<file path="config.mk">
export PLATFORM = sky130hd
export DESIGN_NAME = ps2_rx_fifo
export DESIGN_NICKNAME = d
export VERILOG_FILES = /design/src/rtl/ps2_pkg.sv /design/src/rtl/ps2_sync_filter.sv /design/src/rtl/ps2_rx_fifo.sv
export SDC_FILE = /design/constraint.sdc
export NUM_CORES = 1
export LEC_CHECK = 0
export BUFFER_PORTS_ARGS = -buffer_cell sky130_fd_sc_hd__clkbuf_2
export CAP_MARGIN = 20
export CORE_MARGIN = 1
export CORE_UTILIZATION = 49
export CTS_CLUSTER_DIAMETER = 40
export DETAILED_ROUTE_END_ITERATION = 10
export MAX_ROUTING_LAYER = met4
export PLACE_DENSITY = 0.66
export SLEW_MARGIN = 10
export SYNTH_ARGS = -nofsm -noshare
export SYNTH_HDL_FRONTEND = slang
export SYNTH_HIERARCHICAL = 1
export SYNTH_SLANG_ARGS = --single-unit
</file>
<file path="constraint.sdc">
create_clock -name clk -period 5.3 [get_ports clk]
set_input_delay 0.53 -clock clk [delete_from_list [all_inputs] [get_ports clk]]
set_output_delay 0.53 -clock clk [all_outputs]
set_load 0.01 [all_outputs]
</file>
<file path="src/rtl/ps2_pkg.sv">
// Shared types for the PS/2 receive path.
// FSM state encoding, parity modes and the FIFO entry layout.
package ps2_pkg;

  typedef enum logic [1:0] {
    IDLE   = 2'd0,
    DATA   = 2'd1,
    PARITY = 2'd2,
    STOP   = 2'd3
  } state_t;

  localparam int PARITY_ODD  = 0;
  localparam int PARITY_EVEN = 1;
  localparam int PARITY_NONE = 2;

  localparam int DATA_MAX = 9;

  typedef struct packed {
    logic [DATA_MAX-1:0] data;
    logic                parity_err;
    logic                frame_err;
  } entry_t;

endpackage

</file>
<file path="src/rtl/ps2_sync_filter.sv">
// Synchroniser, stability filter and fall strobe for one raw line.
// The filtered level follows the input only after FILTER_LEN equal samples.
module ps2_sync_filter #(
  parameter int SYNC_STAGES = 2,
  parameter int FILTER_LEN  = 4
) (
  input  logic clk,
  input  logic rst,
  input  logic raw,
  output logic sync,
  output logic filt,
  output logic fall
);

  localparam int CW = $clog2(FILTER_LEN) + 1;
  localparam logic [CW-1:0] CLAST = CW'(FILTER_LEN - 1);

  logic [SYNC_STAGES-1:0] sr;
  logic [CW-1:0]          cnt;

  assign sync = sr[SYNC_STAGES-1];

  always_ff @(posedge clk or posedge rst) begin
    if (rst) begin
      sr   <= '1;
      filt <= 1'b1;
      cnt  <= '0;
      fall <= 1'b0;
    end else begin
      sr   <= {sr[SYNC_STAGES-2:0], raw};
      fall <= 1'b0;
      if (sync == filt) begin
        cnt <= '0;
      end else if (cnt == CLAST) begin
        // old level high means this flip is a falling edge
        filt <= sync;
        fall <= filt;
        cnt  <= '0;
      end else begin
        cnt <= cnt + 1'b1;
      end
    end
  end

endmodule

</file>
<file path="src/rtl/ps2_rx_fifo.sv">
// PS/2 device-to-host receiver with error flags, timeout recovery
// and a small FIFO presented as a valid/ready stream.
module ps2_rx_fifo
  import ps2_pkg::*;
#(
  parameter int DATA_BITS      = 8,
  parameter int PARITY_MODE    = 0,
  parameter int SYNC_STAGES    = 2,
  parameter int FILTER_LEN     = 4,
  parameter int TIMEOUT_CYCLES = 5000,
  parameter int DEPTH          = 4
) (
  input  logic                 clk,
  input  logic                 rst,
  input  logic                 PS2_clk,
  input  logic                 PS2_dat,
  output logic [DATA_BITS-1:0] out_data,
  output logic                 out_parity_err,
  output logic                 out_frame_err,
  output logic                 out_valid,
  input  logic                 out_ready,
  output logic                 overflow,
  output logic                 timeout,
  output logic                 busy
);

  localparam int BW = $clog2(DATA_BITS);
  localparam int TW = $clog2(TIMEOUT_CYCLES + 1);
  localparam int AW = $clog2(DEPTH);
  localparam logic [BW-1:0] BLAST = BW'(DATA_BITS - 1);
  localparam logic [TW-1:0] TLAST = TW'(TIMEOUT_CYCLES - 1);
  localparam bit HAS_PAR = (PARITY_MODE != PARITY_NONE);
  localparam logic ODD = (PARITY_MODE == PARITY_ODD);

  logic                   c_sync;
  logic                   c_filt;
  logic                   fall;
  logic [SYNC_STAGES-1:0] dsr;
  logic                   dat;

  ps2_sync_filter #(
    .SYNC_STAGES(SYNC_STAGES),
    .FILTER_LEN (FILTER_LEN)
  ) u_clk_filt (
    .clk (clk),
    .rst (rst),
    .raw (PS2_clk),
    .sync(c_sync),
    .filt(c_filt),
    .fall(fall)
  );

  always_ff @(posedge clk or posedge rst) begin
    if (rst) dsr <= '1;
    else     dsr <= {dsr[SYNC_STAGES-2:0], PS2_dat};
  end

  assign dat = dsr[SYNC_STAGES-1];

  state_t                 state;
  logic [BW-1:0]          bcnt;
  logic [DATA_BITS-1:0]   shreg;
  logic                   par_err;
  logic [TW-1:0]          tcnt;
  logic                   push_q;
  entry_t                 ent_q;

  assign busy = (state != IDLE);

  always_ff @(posedge clk or posedge rst) begin
    if (rst) begin
      state   <= IDLE;
      bcnt    <= '0;
      shreg   <= '0;
      par_err <= 1'b0;
      tcnt    <= '0;
      timeout <= 1'b0;
      push_q  <= 1'b0;
      ent_q   <= '0;
    end else begin
      timeout <= 1'b0;
      push_q  <= 1'b0;
      if (state == IDLE || fall) tcnt <= '0;
      else                       tcnt <= tcnt + 1'b1;
      if (state != IDLE && !fall && tcnt == TLAST) begin
        state   <= IDLE;
        timeout <= 1'b1;
      end else if (fall) begin
        unique case (state)
          IDLE: begin
            if (!dat) begin
              state   <= DATA;
              bcnt    <= '0;
              par_err <= 1'b0;
            end
          end
          DATA: begin
            shreg <= {dat, shreg[DATA_BITS-1:1]};
            bcnt  <= bcnt + 1'b1;
            if (bcnt == BLAST) state <= HAS_PAR ? PARITY : STOP;
          end
          PARITY: begin
            par_err <= ((^shreg) ^ dat) != ODD;
            state   <= STOP;
          end
          STOP: begin
            push_q           <= 1'b1;
            ent_q.data       <= DATA_MAX'(shreg);
            ent_q.parity_err <= par_err;
            ent_q.frame_err  <= !dat;
            state            <= IDLE;
          end
        endcase
      end
    end
  end

  // FIFO: extra pointer MSB separates full from empty
  entry_t          mem [DEPTH];
  logic [AW:0]     wp;
  logic [AW:0]     rp;
  logic            full;
  logic            pop;
  logic            do_push;
  entry_t          head;
  logic            unused_head;

  assign out_valid = (wp != rp);
  assign full      = (wp[AW] != rp[AW]) && (wp[AW-1:0] == rp[AW-1:0]);
  assign pop       = out_valid && out_ready;
  assign do_push   = push_q && (!full || pop);
  assign head      = mem[rp[AW-1:0]];
  assign unused_head = ^head.data;

  assign out_data       = out_valid ? head.data[DATA_BITS-1:0] : '0;
  assign out_parity_err = out_valid && head.parity_err;
  assign out_frame_err  = out_valid && head.frame_err;

  always_ff @(posedge clk or posedge rst) begin
    if (rst) begin
      wp       <= '0;
      rp       <= '0;
      overflow <= 1'b0;
    end else begin
      if (do_push) wp <= wp + 1'b1;
      if (pop)     rp <= rp + 1'b1;
      if (push_q && full && !pop) overflow <= 1'b1;
    end
  end

  always_ff @(posedge clk) begin
    if (do_push) mem[wp[AW-1:0]] <= ent_q;
  end

endmodule

</file>
# ---- Yosys cells after proc, flatten, opt, wreduce, memory -nomap -nowiden
# Memories as Yosys holds them, arrays and structs flattened.
# Index checks and enable logic that the tools add are counted.
dict set report word_totals {
  register_bits 55
  mem_bits_rw 40
  mem_count 1
}
dict set report op_classes {
  n_addsub 5
  n_eq_ne 13
  n_mux 21
  bitwise_logic 4
  reduce_logical 27
}
# memory depth word_bits read_ports rd_clocked_by_memory_dff write_ports line
set memory_table {}
lappend memory_table {mem 4 10 1 0 1 ps2_rx_fifo.sv:119} ;# entry_t mem [DEPTH];
# cell count
set ops {}
lappend ops {{$add A13 B1 Y13 const B} 1}
lappend ops {{$eq A13 B13 Y1 const B} 1}
lappend ops {{$mux W13} 1}
lappend ops {{$add A3 B1 Y3 const B} 4}
lappend ops {{$logic_and A1 B1 Y1} 9}
lappend ops {{$mux W1} 9}
lappend ops {{$mux W3} 3}
lappend ops {{$reduce_and A3 Y1} 3}
lappend ops {{$mux W2} 4}
lappend ops {{$mux W8} 1}
lappend ops {{$pmux W2 S4} 1}
lappend ops {{$reduce_and A4 Y1} 2}
lappend ops {{$reduce_bool A2 Y1} 4}
lappend ops {{$reduce_xor A8 Y1} 1}
lappend ops {{$pmux W3 S2} 1}
lappend ops {{$eq A2 B2 Y1 const B} 2}
lappend ops {{$logic_not A1 Y1} 4}
lappend ops {{$eq A3 B2 Y1 const B} 1}
lappend ops {{$eq A3 B3 Y1 const B} 1}
lappend ops {{$ne A3 B2 Y1 const B} 1}
lappend ops {{$ne A3 B3 Y1} 1}
lappend ops {{$ne A3 B3 Y1 const B} 1}
lappend ops {{$not A1 Y1} 3}
lappend ops {{$eq A2 B1 Y1 const B} 1}
lappend ops {{9 further kinds} 10}

# ---- Depth between registers and ports, before layout
dict set report depth {
  depth_word 7
  ltp_mapped 6
  depth_no_buf 6
}

# ---- Cells and area by module
# The synthesis kept the hierarchy.
# module instances cells_per_inst area_per_inst_um2 seq_area_each_um2
set by_module_without_submodules {}
lappend by_module_without_submodules {ps2_rx_fifo 1 251 3742.3 2404.8}
lappend by_module_without_submodules {ps2_sync_filter 1 16 269.0 178.9}

# ---- Worst setup path before layout
# No wires, ideal clock.
dict set report synth_path {
  path_type {reg-to-output}
  start {register rp[0]}
  end {output out_data[0]}
  arrival_time_ps 1405
  path_slack_ps 3365
  stages_incl_launch_ff 4
  path_buffers 1
  cell_sequence {dfrtp_1 -> buf_2 -> mux4_2 -> and2_1}
}
dict set report synth_between {
  elab_chain_len 2
}
# element line
set synth_lines {}
lappend synth_lines {{start, declared} ps2_rx_fifo.sv:121} ;# logic [AW:0] rp;
lappend synth_lines {{start signal, assigned} ps2_rx_fifo.sv:146} ;# if (pop) rp <= rp + 1'b1;
lappend synth_lines {{$mem_v2 Z4 W10 or $ne A3 B3 Y1 (tied branches)} -}
lappend synth_lines {{$mux W8 (*)} ps2_rx_fifo.sv:135} ;# assign out_data = out_valid ? head.data[DATA_BITS-1:0] : '0;
lappend synth_lines {{end, declared} ps2_rx_fifo.sv:17} ;# output logic [DATA_BITS-1:0] out_data,
# Every way passes the cells marked *; elsewhere a longest branch is shown, timed or not.

# ---- Worst setup path after layout
dict set report layout_path {
  start {register rp[0]}
  end {output out_data[5]}
}
# The elaborated chain is that of the path after synthesis.

==> results.md <==
* Outcome: finished, final reports clean
* Slew HR at 43.85%
* Layout cells sized above 1 at 26.69%
* CP startpoint: rp[0]
* Post-synth EDFFs at 40
* DRT iter0 DRCs at 60
* Grt ovf at 0
* Drt first pass iters at 4
* Crit Reg-Reg Startpoint: rp[0]
* Setup TNS at 0 ps
* Largest net degree at the start of global routing at 49
* Post-route ant nets at 0
* Layout Nets at 310
* # DRC at 0
* Drt via density at 5.118
* Critical path required time at 4770 ps
* DIE AREA at 8553 um^2
* Final Skew at 6.600 ps
* Flops & latches, synth at 95
* Worst-Skew Late Latency at 360 ps
* Die Ht at 92.48 um
* Crit path arrival time at 2240 ps
* Top-count cell post-synth: dfrtp_1
* Hold-fix buffers at CTS at 0
* Min Clock Period, post-route at 2766 ps
* CTS Buffer Depth at 2
* Yosys warns at 6
* Antenna violations before repair at 0
* Hold WC Path Type: in2async
* Final period utilization at 52.19%
* Postcts setup bufs at 0
* Via count at 2037
* Setup crit end kind: output pin
* Lkg Pwr at 1.841 nW
* Unrepaired setup endpoints after global routing: no
* VDD IR max at 230.7 uV
* Fin util at 56.54%
* Core area at 7807 um^2
* # IOs at 19
* CTS tree: built
* Post-synth top cells: 50 x dfrtp_1, 40 x edfxtp_1, 19 x mux2_2
* Power per standard cell area at 372.3 nW/um^2
* Number of CTS-inserted buffers at 9
* Final Hold Viols at 0
* H-tree levels at 3
* Pins Over Slew Limit at 0
* CTS sink cnt at 95
* Mean Syn Cell Area at 15.02 um^2
* Gp weighted congestion at 0.7392
* CP max FO at 13
* Syn_nets at 286
* Fmax at 361.5 MHz
* Slew of the pin with the lowest slew margin at 839.1 ps
* Crit start category: register
* Leading post-synthesis cells by cell area: dfrtp_1 31%, edfxtp_1 30%, mux4_2 5.6%, mux2_2 5.3%, ha_1 4.4%
* Largest area contributor in the netlist: dfrtp_1
* DRT Wirelength at 5666 um
* Endpoints failing setup at 0
* Top cell type's share of synthesized area at 31.19%
* Reg clk slew, reported paths at 90 ps
* Cell area after synthesis at 4011 um^2
* Post-Synthesis Cells at 267
* Seq/Total Area, Yosys at 64.41%
* First-pass GRT wire length at 9798 um
* Row count at 32
* Die width at 92.48 um
* Cell variety after synth at 38
* Vias in the first global route at 2057
* Layout area overhead at 10.04%
* Async SR Flop Fraction at 57.89%
* Setup Crit Path Kind: reg2out
* IO buf count at 18
* Gr usage total at 15.80%
* Number of inserted diodes at 0
* Cts repair resizes at 0
* Routed len/inst at 14.24 um
* Initial Util at 51.38%
* MaxCap Viol Count at 0
* HPWL after detailed placement at 3858 um
* CTS Root Cell: clkbuf_8
* Ys flop type: dfrtp_1
## power by group
| part | internal, W | switching, W | leakage, nW | total [W] |
|---|---|---|---|---|
| Combinational | 0.000179 | 0.000154 | 0.665 | 0.000332 |
| Clock | 0.000181 | 0.000262 | 0.0938 | 0.000443 |
| Sequential | 0.000801 | 0.0000676 | 1.08 | 0.000868 |
| Total | 0.00116 | 0.000483 | 1.84 | 0.00164 |
## metal layers
layer / wire, um / part of all wire, % / track usage, %
met5: 0 / 0 / -
met4: 117 / 2.1 / 7.813
met3: 113 / 2.0 / 2.463
met2: 2692 / 48 / 24.44
met1: 2742 / 48 / 20.50
## cell families after synthesis
logic type,after synthesis,share of synthesized area [%]
AOI/OAI and AO/OA,16,2.776
buffers and inverters,24,2.277
and+or+nand+nor,62,8.890
muxes,31,11.48
adders and majority gates,14,4.367
DFF,95,64.41
xor gates and xnor gates,25,5.802
## per-stage QoR
stage               total power [W]  setup slack [ps]  instance area, um^2  hold slack (ps)  std cells
floorplan                  0.001128              3365                 4011            331.2        267
global placement           0.001214              2811                 4205            346.3        381
detailed placement         0.001222              2757                 4205            348.2        381
CTS                        0.001665              2439                 4394            77.45        397
global route               0.001743              2296                 4414            105.5        398
finish                     0.001643              2534                 4414            85.27        398
## registers in the layout (all words and copies together), names as in the netlist, 2 cells and up
name / flops
dsr: 2
u_clk_filt/cnt: 3
u_clk_filt/sr: 2
bcnt: 3
ent_q: 10
tcnt: 13
mem: 40
rp: 3
wp: 3
state: 2
shreg: 8
## path summary, 6_finish.rpt
check | endpoint | slack, ps | depth (start not counted)
max | out_data[5] | 2530 | 4
max reg2reg | mem[1][9] | 2820 | 3
min reg2reg | dsr[1] | 360 | 0
max in group asynchronous | dsr[1] | 4620 | 3
min in group clk | dsr[0] | 250 | 1
min | u_clk_filt/cnt[0] | 90 | 2
## placed cells by master, fill, tap and decap left out, drive strengths merged, types with 2 or more instances in the layout
cell type	n
a21oi	2
a32o	3
a41o	2
and2	10
clkbuf	27
clkinv	3
dfrtp	50
dfstp	5
edfxtp	40
ha	14
inv	21
mux2	20
mux4	10
nand2	10
nand3	5
nand4	2
nor2	18
nor3	6
nor3b	2
nor4	2
o21ai	7
or3	2
xnor2	18
xor2	6
## layout make-up
type | count | area (um^2)
repair buffers | 19 | 110.1
clock buffers | 9 | 123.9
clock inverters | 7 | 65.06
inverters | 18 | 67.56
well taps | 102 | 127.6
multi-input cells | 148 | 1336
fillers | 632 | 3393
flip-flops and latches | 95 | 2584
## worst max-delay path, stage by stage (launching register included)
cell,delay (ps)
dfrtp_1,840
xnor2_1,240
nand3_1,390
and2_1,290
clkbuf_2,120
No activity file was read; power rests on OpenSTA's default activity.
